===== src/rtl/noc_pkg.sv =====
`default_nettype none
// ============================================================================
// Module   : noc_pkg
// Purpose  : NOC packet types, addresses and packet builder shared by PE blocks
// Revision : 1.0
// ============================================================================
package noc_pkg;

  localparam logic [1:0] INPUT_T  = 2'b00;
  localparam logic [1:0] KERNEL_T = 2'b01;
  localparam logic [1:0] OUTPUT_T = 2'b11;

  localparam logic [9:0] DONE_CODE = 10'h3FF;

  localparam logic [3:0] PE_ADDR    = 4'b0001;
  localparam logic [3:0] MEMIF_ADDR = 4'b0000;

  typedef struct packed {
    logic [3:0]  dst;
    logic [3:0]  src;
    logic [1:0]  ptype;
    logic [43:0] pad;
    logic [9:0]  payload;
  } noc_packet_t;

  function automatic noc_packet_t make_pkt(input logic [3:0] dst,
                                           input logic [3:0] src,
                                           input logic [1:0] ptype,
                                           input logic [9:0] payload);
    noc_packet_t p;
    p.dst     = dst;
    p.src     = src;
    p.ptype   = ptype;
    p.pad     = '0;
    p.payload = payload;
    return p;
  endfunction

endpackage
`default_nettype wire


===== src/rtl/ofmap_packetizer_if.sv =====
`default_nettype none
// ============================================================================
// Module   : ofmap_packetizer_if
// Purpose  : Spike input, timestep close, NOC output and status signals
// Revision : 1.0
// ============================================================================
interface ofmap_packetizer_if;

  logic        spike_valid;
  logic        spike_ready;
  logic [4:0]  spike_row;
  logic [4:0]  spike_col;
  logic        ts_done;
  logic        ts_done_ready;
  logic        pkt_valid;
  logic        pkt_ready;
  logic [63:0] pkt_data;
  logic [7:0]  timestep;
  logic [9:0]  spike_count;
  logic        range_err;

  modport master (
    output spike_valid, spike_row, spike_col, ts_done, pkt_ready,
    input  spike_ready, ts_done_ready, pkt_valid, pkt_data,
           timestep, spike_count, range_err
  );

  modport slave (
    input  spike_valid, spike_row, spike_col, ts_done, pkt_ready,
    output spike_ready, ts_done_ready, pkt_valid, pkt_data,
           timestep, spike_count, range_err
  );

endinterface
`default_nettype wire


===== src/rtl/sync_fifo.sv =====
`default_nettype none
// ============================================================================
// Module   : sync_fifo
// Purpose  : Single-clock FIFO with show-ahead read data
// Revision : 1.0
// ============================================================================
module sync_fifo #(
  parameter int WIDTH = 10,
  parameter int DEPTH = 8
) (
  input  wire logic             clk,
  input  wire logic             reset,
  input  wire logic             wr_en_i,
  input  wire logic [WIDTH-1:0] wr_data_i,
  input  wire logic             rd_en_i,
  output logic      [WIDTH-1:0] rd_data_o,
  output logic                  full_o,
  output logic                  empty_o
);

  localparam int AW = $clog2(DEPTH);

  logic [AW:0]      wr_ptr_q, rd_ptr_q;
  logic [WIDTH-1:0] mem_q [DEPTH];

  // Extra pointer MSB distinguishes full from empty when the indices match.
  assign full_o    = (wr_ptr_q[AW] != rd_ptr_q[AW]) &&
                     (wr_ptr_q[AW-1:0] == rd_ptr_q[AW-1:0]);
  assign empty_o   = (wr_ptr_q == rd_ptr_q);
  assign rd_data_o = mem_q[rd_ptr_q[AW-1:0]];

  always_ff @(posedge clk) begin
    if (reset) begin
      wr_ptr_q <= '0;
      rd_ptr_q <= '0;
    end else begin
      if (wr_en_i && !full_o)  wr_ptr_q <= wr_ptr_q + 1'b1;
      if (rd_en_i && !empty_o) rd_ptr_q <= rd_ptr_q + 1'b1;
    end
  end

  always_ff @(posedge clk) begin
    if (wr_en_i && !full_o) mem_q[wr_ptr_q[AW-1:0]] <= wr_data_i;
  end

endmodule
`default_nettype wire


===== src/rtl/ofmap_packetizer.sv =====
`default_nettype none
// ============================================================================
// Module   : ofmap_packetizer
// Purpose  : Queues output spikes and emits NOC output packets plus one DONE
//            packet per timestep
// Revision : 1.0
// ============================================================================
module ofmap_packetizer
  import noc_pkg::*;
#(
  parameter logic [3:0] SRC_ADDR   = PE_ADDR,
  parameter logic [3:0] DST_ADDR   = MEMIF_ADDR,
  parameter int         FIFO_DEPTH = 8,
  parameter int         OFMAP_ROWS = 21,
  parameter int         OFMAP_COLS = 21
) (
  input wire logic           clk,
  input wire logic           reset,
  ofmap_packetizer_if.slave  bus
);

  localparam logic [1:0] IDLE      = 2'd0;
  localparam logic [1:0] STREAM    = 2'd1;
  localparam logic [1:0] SEND_DONE = 2'd2;

  logic [1:0]  state_q, state_d;
  logic        pkt_valid_q, pkt_valid_d;
  logic [63:0] pkt_data_q, pkt_data_d;
  logic        done_pending_q, done_pending_d;
  logic [7:0]  timestep_q, timestep_d;
  logic [9:0]  spike_count_q, spike_count_d;
  logic        range_err_q, range_err_d;

  logic        fifo_full, fifo_empty, fifo_wr, fifo_rd;
  logic [9:0]  fifo_head;
  logic        in_range, spike_acc, ts_take, out_free;

  assign in_range = ({27'd0, bus.spike_row} < 32'(OFMAP_ROWS)) &&
                    ({27'd0, bus.spike_col} < 32'(OFMAP_COLS));

  assign bus.spike_ready   = !fifo_full && !done_pending_q && !reset;
  assign bus.ts_done_ready = !done_pending_q && !reset;

  assign spike_acc = bus.spike_valid && bus.spike_ready;
  assign fifo_wr   = spike_acc && in_range;
  assign ts_take   = bus.ts_done && bus.ts_done_ready;
  assign out_free  = !pkt_valid_q || bus.pkt_ready;

  sync_fifo #(
    .WIDTH (10),
    .DEPTH (FIFO_DEPTH)
  ) u_fifo (
    .clk       (clk),
    .reset     (reset),
    .wr_en_i   (fifo_wr),
    .wr_data_i ({bus.spike_row, bus.spike_col}),
    .rd_en_i   (fifo_rd),
    .rd_data_o (fifo_head),
    .full_o    (fifo_full),
    .empty_o   (fifo_empty)
  );

  always_comb begin
    state_d        = state_q;
    pkt_valid_d    = pkt_valid_q;
    pkt_data_d     = pkt_data_q;
    done_pending_d = done_pending_q;
    timestep_d     = timestep_q;
    spike_count_d  = spike_count_q;
    range_err_d    = range_err_q;
    fifo_rd        = 1'b0;

    if (spike_acc && !in_range)                 range_err_d   = 1'b1;
    if (fifo_wr && spike_count_q != 10'h3FF)    spike_count_d = spike_count_q + 10'd1;
    if (ts_take)                                done_pending_d = 1'b1;
    if (pkt_valid_q && bus.pkt_ready)           pkt_valid_d   = 1'b0;

    case (state_q)
      IDLE, STREAM: begin
        // DONE is only built once every queued spike has been handed off.
        if (done_pending_q && fifo_empty && out_free) begin
          pkt_valid_d = 1'b1;
          pkt_data_d  = make_pkt(DST_ADDR, SRC_ADDR, OUTPUT_T, DONE_CODE);
          state_d     = SEND_DONE;
        end else begin
          if (!fifo_empty && out_free) begin
            pkt_valid_d = 1'b1;
            pkt_data_d  = make_pkt(DST_ADDR, SRC_ADDR, OUTPUT_T, fifo_head);
            fifo_rd     = 1'b1;
          end
          state_d = fifo_empty ? IDLE : STREAM;
        end
      end
      SEND_DONE: begin
        if (bus.pkt_ready) begin
          state_d        = IDLE;
          done_pending_d = 1'b0;
          timestep_d     = timestep_q + 8'd1;
          spike_count_d  = '0;
        end
      end
      default: state_d = IDLE;
    endcase
  end

  always_ff @(posedge clk) begin
    if (reset) begin
      state_q        <= IDLE;
      pkt_valid_q    <= 1'b0;
      pkt_data_q     <= '0;
      done_pending_q <= 1'b0;
      timestep_q     <= '0;
      spike_count_q  <= '0;
      range_err_q    <= 1'b0;
    end else begin
      state_q        <= state_d;
      pkt_valid_q    <= pkt_valid_d;
      pkt_data_q     <= pkt_data_d;
      done_pending_q <= done_pending_d;
      timestep_q     <= timestep_d;
      spike_count_q  <= spike_count_d;
      range_err_q    <= range_err_d;
    end
  end

  assign bus.pkt_valid   = pkt_valid_q;
  assign bus.pkt_data    = pkt_data_q;
  assign bus.timestep    = timestep_q;
  assign bus.spike_count = spike_count_q;
  assign bus.range_err   = range_err_q;

endmodule
`default_nettype wire


===== src/flat_wrapper.sv =====
// flat-port wrapper written by rule: the top's interface ports become plain ports
module ofmap_packetizer_flat import noc_pkg::*;
#(
  parameter logic [3:0] SRC_ADDR   = PE_ADDR,
  parameter logic [3:0] DST_ADDR   = MEMIF_ADDR,
  parameter int         FIFO_DEPTH = 8,
  parameter int         OFMAP_ROWS = 21,
  parameter int         OFMAP_COLS = 21
)
  (clk, reset, bus_spike_valid, bus_spike_row, bus_spike_col, bus_ts_done, bus_pkt_ready, bus_spike_ready, bus_ts_done_ready, bus_pkt_valid, bus_pkt_data, bus_timestep, bus_spike_count, bus_range_err);
  ofmap_packetizer_if bus_i ();
  input wire logic clk;
  input wire logic reset;
  input wire logic [$bits(bus_i.spike_valid)-1:0] bus_spike_valid;
  input wire logic [$bits(bus_i.spike_row)-1:0] bus_spike_row;
  input wire logic [$bits(bus_i.spike_col)-1:0] bus_spike_col;
  input wire logic [$bits(bus_i.ts_done)-1:0] bus_ts_done;
  input wire logic [$bits(bus_i.pkt_ready)-1:0] bus_pkt_ready;
  output wire logic [$bits(bus_i.spike_ready)-1:0] bus_spike_ready;
  output wire logic [$bits(bus_i.ts_done_ready)-1:0] bus_ts_done_ready;
  output wire logic [$bits(bus_i.pkt_valid)-1:0] bus_pkt_valid;
  output wire logic [$bits(bus_i.pkt_data)-1:0] bus_pkt_data;
  output wire logic [$bits(bus_i.timestep)-1:0] bus_timestep;
  output wire logic [$bits(bus_i.spike_count)-1:0] bus_spike_count;
  output wire logic [$bits(bus_i.range_err)-1:0] bus_range_err;
  assign bus_i.spike_valid = bus_spike_valid;
  assign bus_i.spike_row = bus_spike_row;
  assign bus_i.spike_col = bus_spike_col;
  assign bus_i.ts_done = bus_ts_done;
  assign bus_i.pkt_ready = bus_pkt_ready;
  assign bus_spike_ready = bus_i.spike_ready;
  assign bus_ts_done_ready = bus_i.ts_done_ready;
  assign bus_pkt_valid = bus_i.pkt_valid;
  assign bus_pkt_data = bus_i.pkt_data;
  assign bus_timestep = bus_i.timestep;
  assign bus_spike_count = bus_i.spike_count;
  assign bus_range_err = bus_i.range_err;
  ofmap_packetizer #(.SRC_ADDR(SRC_ADDR), .DST_ADDR(DST_ADDR), .FIFO_DEPTH(FIFO_DEPTH), .OFMAP_ROWS(OFMAP_ROWS), .OFMAP_COLS(OFMAP_COLS)) u_core (.clk(clk), .reset(reset), .bus(bus_i));
endmodule

===== config.mk =====
export PLATFORM = sky130hd
export DESIGN_NAME = ofmap_packetizer_flat
export DESIGN_NICKNAME = d
export VERILOG_FILES = /design/src/rtl/noc_pkg.sv /design/src/rtl/ofmap_packetizer_if.sv /design/src/rtl/sync_fifo.sv /design/src/rtl/ofmap_packetizer.sv /design/src/flat_wrapper.sv
export SDC_FILE = /design/constraint.sdc
export NUM_CORES = 1
export LEC_CHECK = 0
export BUFFER_PORTS_ARGS = -buffer_cell sky130_fd_sc_hd__clkbuf_2
export CAP_MARGIN = 20
export CELL_PAD_IN_SITES_DETAIL_PLACEMENT = 1
export CELL_PAD_IN_SITES_GLOBAL_PLACEMENT = 1
export CORE_MARGIN = 2
export CORE_UTILIZATION = 30
export CTS_CLUSTER_SIZE = 40
export DETAILED_ROUTE_END_ITERATION = 10
export HOLD_SLACK_MARGIN = 0.15
export PLACE_DENSITY = 0.55
export SLEW_MARGIN = 20
export SYNTH_ARGS = -nofsm -noshare
export SYNTH_HDL_FRONTEND = slang
export SYNTH_SLANG_ARGS = --single-unit

===== constraint.sdc =====
create_clock -name clk -period 6.7 [get_ports clk]
set_input_delay 1.005 -clock clk [delete_from_list [all_inputs] [get_ports clk]]
set_output_delay 1.005 -clock clk [all_outputs]
set_load 0.01 [all_outputs]

== Word level (Yosys, flattened, before mapping) ==
Memory sizes are Yosys's and may differ from the RTL's. A register that Yosys moved wholly into a read port is not among the register bits.
Cells that the tools add are included.

* Register bits after elaboration: 95
* Memory bits (writable): 80
* Input port bits: 15
* Output and inout bits: 86
* Word-level logic and storage cells: 74
* Memories kept: 1

* Add/sub/neg operators: 4
* Order comparisons: 2
* Equality and inequality tests: 7
* Muxes and demuxes: 23
* Reductions and logical operators: 28

{| class="wikitable"
|+ Memory list
! name !! words !! width !! read ports !! clocked after Yosys merged registers in !! wr ports !! line !! RTL
|-
| u_core.u_fifo.mem_q || 8 || 10 || 1 || 1 || 1 || sync_fifo.sv:24 || <nowiki>logic [WIDTH-1:0] mem_q [DEPTH];</nowiki>
|}

{| class="wikitable"
|+ Operators with widths
! cell !! count
|-
| $mux W64 || 2
|-
| $mux W10 || 3
|-
| $logic_and A1 B1 Y1 || 16
|-
| $mux W1 || 13
|-
| $add A10 B1 Y10 const B || 1
|-
| $lt A5 B5 Y1 const B || 2
|-
| $ne A10 B10 Y1 const B || 1
|-
| $add A4 B1 Y4 const B || 2
|-
| $add A8 B1 Y8 const B || 1
|-
| $logic_not A1 Y1 || 6
|-
| $mux W3 || 2
|-
| $eq A4 B4 Y1 || 1
|-
| $mux W2 || 2
|-
| $pmux W2 S2 || 1
|-
| $reduce_and A2 Y1 || 2
|-
| $eq A3 B3 Y1 || 1
|-
| $eq A2 B1 Y1 const B || 1
|-
| $eq A2 B2 Y1 const B || 1
|-
| $logic_not A2 Y1 || 1
|-
| $ne A2 B2 Y1 const B || 1
|-
| $reduce_bool A2 Y1 || 1
|-
| $reduce_or A2 Y1 || 1
|-
| $logic_or A1 B1 Y1 || 1
|-
| $ne A1 B1 Y1 || 1
|}

== Longest topological paths before layout ==
* Word-level depth: 11
* Depth in mapped cells: 6
* Gate-level depth less buffers: 5

== By module ==
From an unflattened synthesis, not the netlist that was laid out.

* Cells, all modules: 410
* Area, all modules: 5575.3 um^2

{| class="wikitable"
|+ By module, submodules not included
! module !! times used !! cells each !! area each (um^2) !! seq. area each (um^2)
|-
| sync_fifo || 1 || 200 || 3753.6 || 2622.5
|-
| ofmap_packetizer || 1 || 210 || 1821.7 || 680.7
|}

== Worst setup path after synthesis ==
OpenSTA, ideal clock, no wires.

* Path kind: input-to-reg
* Start: in reset
* End: mem u_core.u_fifo.mem_q[1][0], enable pin
* Library setup time: 408 ps
* Data arrival time: 2827 ps
* Required time: 6292 ps
* Setup slack: 3465 ps
* Stages on the path: 4
* Path buffers: 0
* Cells stage by stage: nor3b_1 > o41a_2 > nand2_2 > nor4b_1

* Cells in the longest elaborated chain, start to end: 7

{| class="wikitable"
|+ RTL lines
! what !! line !! RTL
|-
| start: declaration || flat_wrapper.sv:13 || <nowiki>input wire logic reset;</nowiki>
|-
| $logic_not A1 Y1 || ofmap_packetizer.sv:41 || <nowiki>assign bus.spike_ready = !fifo_full && !done_pending_q && !reset;</nowiki>
|-
| $logic_and A1 B1 Y1 || ofmap_packetizer.sv:41 ||
|-
| $logic_and A1 B1 Y1 || ofmap_packetizer.sv:44 || <nowiki>assign spike_acc = bus.spike_valid && bus.spike_ready;</nowiki>
|-
| $logic_and A1 B1 Y1 || ofmap_packetizer.sv:45 || <nowiki>assign fifo_wr = spike_acc && in_range;</nowiki>
|-
| $logic_and A1 B1 Y1 || sync_fifo.sv:43 || <nowiki>if (wr_en_i && !full_o) mem_q[wr_ptr_q[AW-1:0]] <= wr_data_i;</nowiki>
|-
| $mux W1 || sync_fifo.sv:43 ||
|-
| $mux W1 (implied by the code) || sync_fifo.sv:43 ||
|-
| end: declaration || sync_fifo.sv:24 ||
|}

Every way passes these cells.

== Worst setup path after layout ==
* Start: in reset
* End: mem u_core.u_fifo.mem_q[4][5], enable pin

The elaborated chain is that of the path after synthesis.

==> impl_metrics.env <==
export IMPL_outcome="finished, final reports clean"
export IMPL_timing_hold_worst_start="u_core.bus.pkt_data[7]"
export IMPL_clockBufferDepth=2
export IMPL_path_max_fanout=38
export IMPL_grt_setup_unrepaired="false"
export IMPL_synth_area_top_cells="edfxtp_1, dfxtp_1, mux4_2"
export IMPL_buffers_inserted_during_post_cts_setup_optimization=0
export IMPL_grt_use_total=0.130
export IMPL_hold_crit_depth=2
export IMPL_gp_congestion=0.737
export IMPL_internal_power_mw=1.59
export IMPL_layout_drive_gt1_share=0.251
export IMPL_core_mm2=0.0180
export IMPL_post_route_drc_count=0
export IMPL_setup_violations=0
export IMPL_final_common_cell="edfxtp_1"
export IMPL_startpoint_type_of_the_worst_setup_path="primary input"
export IMPL_final_cell_count_no_fill=699
export IMPL_placement_rows=49
export IMPL_post_synth_inst_count=402
export IMPL_portBuffers=49
export IMPL_grt_antenna_before_repair=0
export IMPL_cts_tree="yes"
export IMPL_cts_resized_gates=0
export IMPL_worst_pin_slew_ns=1.17
export IMPL_hold_path_class="reg2reg"
export IMPL_ys_dominant_reg_cell="edfxtp_1"
export IMPL_yosys_register_bits=125
export IMPL_final_hold_viol_count=0
export IMPL_ys_async_sr_fraction=0
export IMPL_min_period_ns=3.24
export IMPL_crit_path_category="in2reg"
export IMPL_detail_route_wl_per_cell_um=17.2
export IMPL_fin_tns_setup_ns=0
export IMPL_synth_distinct_cells=49
export IMPL_numCtsBuffers=17
export IMPL_cts_hold_buffers=0
export IMPL_worst_ir_drop_vdd_mv=0.170
export IMPL_clock_input_transition_at_the_sequential_cells_of_the_worst_setup_and_hold_paths_ns=0.05
export IMPL_drt_initial_drc_count=116
export IMPL_grt_pass1_wl_um=19200
export IMPL_worstPathRequired_ns=6.82
export IMPL_slowest_stage="nor4b_2"
export IMPL_synth_avg_cell_area_um2=13.6
export IMPL_die_span_in_x_um=139
export IMPL_drt_first_pass_iters=4
export IMPL_critical_path_reg2reg_endpoint="u_core.u_fifo.mem_q[4][5]"
export IMPL_synth_largest_area_cell="edfxtp_1"
export IMPL_yosysSeqAreaShare=0.603
export IMPL_synth_edf_count=80
export IMPL_setup_reg_to_reg_worst_slack_ns=3.96
export IMPL_io_pin_count=101
export IMPL_synthesis_area_mm2=0.00548
export IMPL_floorplan_initialDensity=0.305
export IMPL_n_fill_cell=1894
export IMPL_avgViaCountPerCell=4.68
export IMPL_combPwrFrac=0.171
export IMPL_layout_worst_path_cycle_share=0.484
export IMPL_largest_net_degree_at_the_start_of_global_routing=39
export IMPL_seq_power_share=0.437
export IMPL_numPlacedInstances=667
export IMPL_critical_path_max_stage_delay_ns=0.69
export IMPL_cts_sinks=125
export IMPL_first_global_vias=3324
export IMPL_p_leak_nw=2.25
export IMPL_worstReg2RegStart="u_core.u_fifo.wr_ptr_q[2]"
export IMPL_ys_warn_count=0
export IMPL_num_vias=3273
export IMPL_clock_latency_ns=0.42
export IMPL_timing_max_slew_rel_slack=0.221
export IMPL_detailedPlacementHpwl_um=7990
export IMPL_floorplan_die_height_um=139
export IMPL_area_growth_syn_to_layout_pct=16.3
export IMPL_nets=476
export IMPL_maxCapViolCount=0
export IMPL_fmax_ghz=0.308
export IMPL_crit_arrival_ns=3.37
export IMPL_ctsRootBufferMaster="clkbuf_16"
export IMPL_power_clock_fraction=0.393
export IMPL_worstPathCellList="clkbuf_2, nor3b_1, o41a_2, nand2_2, nor4b_2, buf_4"
export IMPL_layout_cells_most_common_list="edfxtp_1, conb_1, clkbuf_2, dfxtp_1, mux4_2"
export IMPL_cts_max_level=4
export IMPL_total_switching_power_mw=0.611
export IMPL_critPathCaptureType="flip-flop"
export IMPL_postRouteAntennaNets=0
export IMPL_finalMaxSlewViolations=0
export IMPL_hold_path_endpoint="u_core.bus.pkt_data[7]"
export IMPL_timing_reg2reg_worst_path_depth=5
export IMPL_pwr_density_cell_mw_per_mm2=344
export IMPL_antenna_cells_inserted=0
export IMPL_finClkSkew_ns=0.00645
export IMPL_gr_total_overflow=0
export IMPL_synth_top_area_frac=0.438
export IMPL_routed_wirelength_um=12100
export IMPL_switching_share=0.278
export IMPL_floorplan_die_area_mm2=0.0194
## registers in the layout (all words and copies together) (netlist names), named ones only
signal,cells
u_core.bus.pkt_data,11
u_core.bus.pkt_valid,1
u_core.bus.range_err,1
u_core.bus.spike_count,10
u_core.bus.timestep,8
u_core.done_pending_q,1
u_core.state_q,2
u_core.u_fifo.mem_q,80
u_core.u_fifo.rd_ptr_q,4
u_core.u_fifo.wr_ptr_q,4
## per-layer routing
metal,routed length (um),vias to the layer above,global-route usage
met5,0,-,0
met4,190,0,0.0521
met3,433,13,0.0335
met2,6090,83,0.218
met1,5340,1643,0.160
li1,-,1534,-
## power groups by stage
stage	logic, mW	registers, mW	clock network [mW]
final	0.375	0.959	0.863
after CTS	0.382	0.964	0.882
after floorplan	0.320	0.934	0
after detailed placement	0.380	0.980	0
after global placement	0.372	0.979	0
after global routing	0.411	0.976	0.914
## Yosys cell counts (all sizes together), types with 6 or more instances
cell,instances
xor2,9
clkbuf,11
mux2i,17
edfxtp,80
a21oi,13
or3,6
o21ai,8
nand2,14
inv,14
buf,60
nand3,8
nand4,9
a221oi,10
nor2,16
o31ai,7
mux4,20
nor3,8
dfxtp,45
## critical path: cells and delay by family
family                 cells  cell delay (ns)
AO/OA/AOI/OAI              1             0.30
AND/OR/NAND/NOR            3             1.33
buffers and inverters      2             0.72
## worst max path at each step
stage                      from                        end  slack, ns  cells after the start
after floorplan           reset  u_core.u_fifo.mem_q[1][0]       3.47                      4
after global placement    reset  u_core.u_fifo.mem_q[2][5]       2.87                      5
after detailed placement  reset  u_core.u_fifo.mem_q[4][5]       2.96                      6
after CTS                 reset  u_core.u_fifo.mem_q[4][2]       3.40                      6
after global routing      reset  u_core.u_fifo.mem_q[4][5]       3.23                      6
final                     reset  u_core.u_fifo.mem_q[4][5]       3.46                      6
## stage by stage
stage               instance area [um^2]  hold slack, ns  power [mW]   util  setup slack [ns]
floorplan                           5670           0.442        1.25      -              3.47
global placement                    5800           0.465        1.35  0.323              2.87
detailed placement                  5810           0.464        1.36  0.324              2.96
CTS                                 6380           0.472        2.23  0.355              3.40
global route                        6380           0.493        2.30  0.355              3.23
finish                              6380           0.468        2.20  0.355              3.46
## cell families (layout without fill, tap and decap cells)
family                     after synthesis  count (layout)  synth area share
xor gates and xnor gates                14              14            0.0224
buffers and inverters                   85             103            0.0993
muxes                                   37              37             0.113
AOI/OAI and AO/OA                       50              50            0.0657
other                                    1              51          0.000684
adders and majority gates                4               4           0.00913
DFF                                    125             125             0.603
and+or+nand+nor                         86              86            0.0870
## final cells by class
class	count	area, um^2	area share
Inverter	14	52.6	0.00824
Multi-Input combinational cell	242	1860	0.292
Sequential cell	125	3300	0.518
Tap cell	229	287	0.0449
Clock inverter	11	93.8	0.0147
Clock buffer	21	470	0.0738
Timing Repair Buffer	57	305	0.0479
(Power assumes the default switching activity.)
